$ cat config.mk
export PLATFORM = sky130hd
export DESIGN_NAME = uart_tx_scheduler
export DESIGN_NICKNAME = d
export VERILOG_FILES = /design/src/rtl/uart_tx_scheduler.sv
export SDC_FILE = /design/constraint.sdc
export NUM_CORES = 1
export LEC_CHECK = 0
export ABC_AREA = 1
export CELL_PAD_IN_SITES_DETAIL_PLACEMENT = 2
export CELL_PAD_IN_SITES_GLOBAL_PLACEMENT = 2
export CORE_MARGIN = 2
export CORE_UTILIZATION = 23
export DETAILED_ROUTE_END_ITERATION = 7
export PLACE_DENSITY = 0.92
export SETUP_SLACK_MARGIN = 0.05
export SKIP_CTS_REPAIR_TIMING = 1
export SLEW_MARGIN = 30
export SYNTH_ARGS = -nofsm -noshare
export SYNTH_HDL_FRONTEND = slang
export SYNTH_SLANG_ARGS = --single-unit
$ cat constraint.sdc
create_clock -name clk -period 2.2 [get_ports clk]
set_input_delay 0.55 -clock clk [delete_from_list [all_inputs] [get_ports clk]]
set_output_delay 0.55 -clock clk [all_outputs]
set_load 0.01 [all_outputs]
$ cat src/rtl/uart_tx_scheduler.sv
// uart_tx_scheduler: round-robin arbiter that shares one UART transmitter among NUM_REQ requesters.
// Define UART_SCHED_TIMEOUT_EN to abort a frame whose tx_busy never rises within BUSY_TIMEOUT cycles.
module uart_tx_scheduler #(
  parameter int NUM_REQ      = 4,
  parameter int BUSY_TIMEOUT = 16
) (
  input  logic                       clk,
  input  logic                       rst,
  input  logic [NUM_REQ-1:0]         req,
  input  logic [8*NUM_REQ-1:0]       req_data,
  input  logic                       cfg_pen,
  input  logic                       cfg_peven,
  input  logic                       tx_busy,
  output logic                       tx_en,
  output logic [7:0]                 tx_din,
  output logic                       tx_pen,
  output logic                       tx_peven,
  output logic [NUM_REQ-1:0]         gnt,
  output logic                       done,
  output logic [$clog2(NUM_REQ)-1:0] done_id,
  output logic                       active,
  output logic                       err
);

  localparam int ID_W = $clog2(NUM_REQ);

  typedef enum logic [1:0] {
    ST_IDLE      = 2'd0,
    ST_WAIT_BUSY = 2'd1,
    ST_WAIT_DONE = 2'd2
  } state_t;

  state_t              state_r, state_s;
  logic [ID_W-1:0]     rr_ptr_r, rr_ptr_s;
  logic [ID_W-1:0]     cur_id_r, cur_id_s;
  logic [ID_W-1:0]     winner_s, idx_s;
  logic [ID_W:0]       sum_s;
  logic                found_s;
  logic                timeout_s;

  logic                tx_en_r, tx_en_s;
  logic [7:0]          tx_din_r, tx_din_s;
  logic                tx_pen_r, tx_pen_s;
  logic                tx_peven_r, tx_peven_s;
  logic [NUM_REQ-1:0]  gnt_r, gnt_s;
  logic                done_r, done_s;
  logic [ID_W-1:0]     done_id_r, done_id_s;
  logic                active_r, active_s;
  logic                err_r, err_s;

  // Round-robin search: first set req bit at or above rr_ptr, wrapping modulo NUM_REQ.
  always_comb begin
    found_s  = 1'b0;
    winner_s = {ID_W{1'b0}};
    sum_s    = {(ID_W+1){1'b0}};
    idx_s    = {ID_W{1'b0}};
    for (int k = 0; k < NUM_REQ; k++) begin
      sum_s = {1'b0, rr_ptr_r} + (ID_W+1)'(k);
      if (sum_s >= (ID_W+1)'(NUM_REQ)) begin
        idx_s = ID_W'(sum_s - (ID_W+1)'(NUM_REQ));
      end else begin
        idx_s = sum_s[ID_W-1:0];
      end
      if (!found_s && req[idx_s]) begin
        found_s  = 1'b1;
        winner_s = idx_s;
      end else begin
        found_s  = found_s;
      end
    end
  end

`ifdef UART_SCHED_TIMEOUT_EN
  localparam int CNT_W = $clog2(BUSY_TIMEOUT + 1);
  logic [CNT_W-1:0] cnt_r;

  // Watchdog counter: cycles spent in WAIT_BUSY for the current frame.
  always_ff @(posedge clk or negedge rst) begin
    if (!rst) begin
      cnt_r <= {CNT_W{1'b0}};
    end else if (state_r == ST_WAIT_BUSY) begin
      cnt_r <= cnt_r + {{(CNT_W-1){1'b0}}, 1'b1};
    end else begin
      cnt_r <= {CNT_W{1'b0}};
    end
  end

  assign timeout_s = (state_r == ST_WAIT_BUSY) && !tx_busy &&
                     (cnt_r == CNT_W'(BUSY_TIMEOUT - 1));
`else
  assign timeout_s = 1'b0;
`endif

  // State register.
  always_ff @(posedge clk or negedge rst) begin
    if (!rst) begin
      state_r <= ST_IDLE;
    end else begin
      state_r <= state_s;
    end
  end

  // Next-state logic.
  always_comb begin
    state_s = state_r;
    case (state_r)
      ST_IDLE: begin
        if (found_s) state_s = ST_WAIT_BUSY;
        else         state_s = ST_IDLE;
      end
      ST_WAIT_BUSY: begin
        if (tx_busy)        state_s = ST_WAIT_DONE;
        else if (timeout_s) state_s = ST_IDLE;
        else                state_s = ST_WAIT_BUSY;
      end
      ST_WAIT_DONE: begin
        if (!tx_busy) state_s = ST_IDLE;
        else          state_s = ST_WAIT_DONE;
      end
      default: state_s = ST_IDLE;
    endcase
  end

  // Output logic: next values of the registered outputs and the arbitration bookkeeping.
  always_comb begin
    tx_en_s    = 1'b0;
    gnt_s      = {NUM_REQ{1'b0}};
    done_s     = 1'b0;
    err_s      = 1'b0;
    done_id_s  = done_id_r;
    active_s   = active_r;
    tx_din_s   = tx_din_r;
    tx_pen_s   = tx_pen_r;
    tx_peven_s = tx_peven_r;
    cur_id_s   = cur_id_r;
    rr_ptr_s   = rr_ptr_r;
    case (state_r)
      ST_IDLE: begin
        if (found_s) begin
          tx_en_s    = 1'b1;
          gnt_s      = {{(NUM_REQ-1){1'b0}}, 1'b1} << winner_s;
          active_s   = 1'b1;
          tx_din_s   = req_data[{winner_s, 3'b000} +: 8];
          tx_pen_s   = cfg_pen;
          tx_peven_s = cfg_peven;
          cur_id_s   = winner_s;
          if (winner_s == ID_W'(NUM_REQ - 1)) rr_ptr_s = {ID_W{1'b0}};
          else                                rr_ptr_s = winner_s + {{(ID_W-1){1'b0}}, 1'b1};
        end else begin
          active_s = 1'b0;
        end
      end
      ST_WAIT_BUSY: begin
        if (!tx_busy && timeout_s) begin
          err_s    = 1'b1;
          active_s = 1'b0;
        end else begin
          active_s = 1'b1;
        end
      end
      ST_WAIT_DONE: begin
        if (!tx_busy) begin
          done_s    = 1'b1;
          done_id_s = cur_id_r;
          active_s  = 1'b0;
        end else begin
          active_s  = 1'b1;
        end
      end
      default: begin
        active_s = 1'b0;
      end
    endcase
  end

  // Output and bookkeeping registers.
  always_ff @(posedge clk or negedge rst) begin
    if (!rst) begin
      tx_en_r    <= 1'b0;
      tx_din_r   <= 8'h00;
      tx_pen_r   <= 1'b0;
      tx_peven_r <= 1'b0;
      gnt_r      <= {NUM_REQ{1'b0}};
      done_r     <= 1'b0;
      done_id_r  <= {ID_W{1'b0}};
      active_r   <= 1'b0;
      err_r      <= 1'b0;
      cur_id_r   <= {ID_W{1'b0}};
      rr_ptr_r   <= {ID_W{1'b0}};
    end else begin
      tx_en_r    <= tx_en_s;
      tx_din_r   <= tx_din_s;
      tx_pen_r   <= tx_pen_s;
      tx_peven_r <= tx_peven_s;
      gnt_r      <= gnt_s;
      done_r     <= done_s;
      done_id_r  <= done_id_s;
      active_r   <= active_s;
      err_r      <= err_s;
      cur_id_r   <= cur_id_s;
      rr_ptr_r   <= rr_ptr_s;
    end
  end

  assign tx_en    = tx_en_r;
  assign tx_din   = tx_din_r;
  assign tx_pen   = tx_pen_r;
  assign tx_peven = tx_peven_r;
  assign gnt      = gnt_r;
  assign done     = done_r;
  assign done_id  = done_id_r;
  assign active   = active_r;
  assign err      = err_r;

endmodule

==> results.md <==
- Commonest non-fill, non-tap cell in the layout: nand2_1
- Hold Path Class: reg2reg
- CTS Sinks: 25
- CTS tree: yes
- FF-to-FF path depth: 15
- Syn nets: 287
- Worst setup EP type: register
- Status: complete, no violations
- CTS Buf Count: 3
- Reg2reg setup slack: between 0.15 and 0.2 ns
- GRT overflow: 0
- Vias in the first global route: around 1,900
- Die width: 88.1 um
- WP buf/inv: 2
- Die height: 88.1 um
- Non-filler instance count after layout: 412
- Overall Power: 4310 uW
- Worst-path fanout max: 7
- Synth Instances: 245
- Reg2reg start: rr_ptr_r[0]
- Row cnt: 30
- Skew final: between 0.0015 and 0.002 ns
- IR drop worst, VDD: ~0.00044 V
- Seq cells post-synth: 25
- Startpoint types: register
- CP max stage cell: dfrtp_2
- Critical path required time: roughly 2.4 ns
- Initial antenna violation count: 0
- Share of the clock period used by the worst path after layout: 0.916
- Leak Pwr: 0.00135 uW
- Final GP Congestion: 0.786
- Worst path depth: 15
- RSZ-0062 raised after global routing: no
- Ys Warns: 0
- Seq/Total Area, Yosys: 0.385
- First-pass GRT wire length: 8910 um
- Reg-to-reg critical path endpoint: tx_din[6]
- DRC viols: 0
- Worst setup path end: tx_din[6]
- CP delay by family, top: simple AND/OR/NAND/NOR gates
- Routed vias: 1,809
- Slowest Stage Delay on Critical Path: between 0.4 and 0.5 ns
- Synth Area per Inst: 6.64 um^2
- Crit path DAT: 2.23 ns
- Clock-pin slew on the worst setup and hold paths: roughly 0.080 ns
- All-Layer GR Usage: 0.141
- Critical path type: reg2reg
- Area growth, synth to finish: 57.2%
- Layout cells sized above 1: 0.171
- Diode count: 0
- Routed WL: roughly 5700 um
- Critical-path cell list: buf_4 -> nand2_1 -> nand2_1 -> nand2_2 -> nand2_2 -> nor2_4 -> nand3_2 -> nand2_4 -> nand2_8 -> clkbuf_16 -> nand2_1 -> nand3_1 -> nand2_1 -> nand2_1 -> nand2_1
- DR iter-0 viols: 63
- MaxCap Viol Count: 0
- Final hold viol count: 0
- Detail Placement HPWL: ~4400 um
- Initial Util: 0.238
- Final Max Slew Viols: 0
- Layout Nets: 359
- H-Tree Level Count: 1
- Vias/cell: 4.39
- Pwr per Cell Area: 1690 nW/um^2
- DRT Pass-1 Iters: 4
- CTS root buf: clkbuf_8
- Detail Route Antenna Nets: 0
- Worst skew pair latency: roughly 0.27 ns
- Clock Tree Buf Depth: 2
- Min cycle time layout: 2.02 ns
- Core area: 6830 um^2
- Die area: just under 8000 um^2
- Highest clock rate: 0.496 GHz
- Worst setup path startpoint: rr_ptr_r[0]
- Final Util: 0.374
- Commonest cells after routing, fill and taps aside: nand2_1, clkdlybuf4s50_1, inv_1
- Post-Place Cells: 406
- IO Pins: about 60
- Slack of the critical path: 0.185 ns
- Largest net degree at the start of global routing: 26
- Final setup fails: 0
- Post-synth cell types: 25
- Worst slack, placed: -0.262 ns
- Mapped cell area: between 1500 and 2000 um^2
- Setup tns final: 0 ns
- Wirelength per Cell: 13.9 um
- Most used cell, CP: nand2_1
- Number of port buffers: 59
-- where the power goes --
group / internal [uW] / switching (uW) / total [uW]
clock network: 130 / 140 / 270
logic: 1400 / 1820 / 3220
registers: 680 / 145 / 825
-- worst min-delay path: cells and delay by family, from the launching register on --
| family | cells | cell delay (ns) |
|---|---|---|
| DFF | 1 | 0.35 |
| and+or+nand+nor | 2 | 0.11 |
-- how the worst min path moves through the flow --
stage / start / end / slack (ns) / depth (start not counted)
global placement: done_id[1] / done_id[1] / 0.46 / 2
global route: tx_pen / tx_pen / 0.54 / 2
CTS: done_id[0] / done_id[0] / 0.50 / 2
finish: tx_peven / tx_peven / 0.49 / 2
detailed placement: tx_din[0] / tx_din[0] / 0.48 / 2
floorplan: rst / active / 0.25 / 0
-- kinds of logic after synthesis --
| logic type | Yosys count | share of synthesized area |
|---|---|---|
| adders and majority gates | 1 | 0.00769 |
| other | 1 | 0.00231 |
| and+or+nand+nor | 153 | 0.420 |
| buffers and inverters | 54 | 0.148 |
| DFF | 25 | 0.385 |
| AOI/OAI and AO/OA | 11 | 0.0369 |
-- cell type report --
type                    count  area, um^2
clock buffers               4        45.0
fillers                   811        4270
inverters                  46         178
multi-input cells         166         828
flip-flops and latches     25         628
well taps                  96         120
repair buffers             75         758
-- Yosys cell counts --
cell type  count  share of area
a21oi_1        2         0.0062
buf_2          2         0.0062
buf_4          3          0.014
buf_6          3          0.021
conb_1         1         0.0023
dfrtp_1       25           0.38
ha_1           1         0.0077
inv_1         43          0.099
inv_2          2         0.0046
inv_4          1         0.0038
nand2_1       93           0.21
nand2_2        4          0.015
nand2_4        3          0.021
nand3_1       38           0.12
nand3_2        1         0.0062
nand4_1        1         0.0038
nor2_1         8          0.018
nor2_2         2         0.0077
nor2_4         1         0.0069
o211ai_1       1         0.0046
o21a_1         1         0.0046
o21ai_0        6          0.018
o21ai_1        1         0.0031
or2_2          1         0.0038
or2_4          1         0.0054
-- registers in the layout, summed over array words and instances, names as in the netlist --
signal / count
active: 1
done_id: 2
state_r: 2
tx_peven: 1
tx_en: 1
tx_din: 8
done: 1
tx_pen: 1
rr_ptr_r: 2
cur_id_r: 2
gnt: 4
-- per-layer routing --
layer,track usage,vias up,part of all wire
li1,-,880,-
met1,0.201,870,0.46
met3,0.0123,7,0.044
met5,0,-,0
met2,0.237,52,0.48
met4,0.0234,0,0.010
-- through the flow --
step / cell area [um^2] / hold slack (ns)
2_1_floorplan: 1630 / 0.254
3_3_place_gp: 2390 / 0.458
3_5_place_dp: 2390 / 0.481
4_1_cts: 2430 / 0.504
5_1_grt: 2560 / 0.540
6_report: 2560 / 0.491
Note: power is estimated with default switching activity, not from simulation.
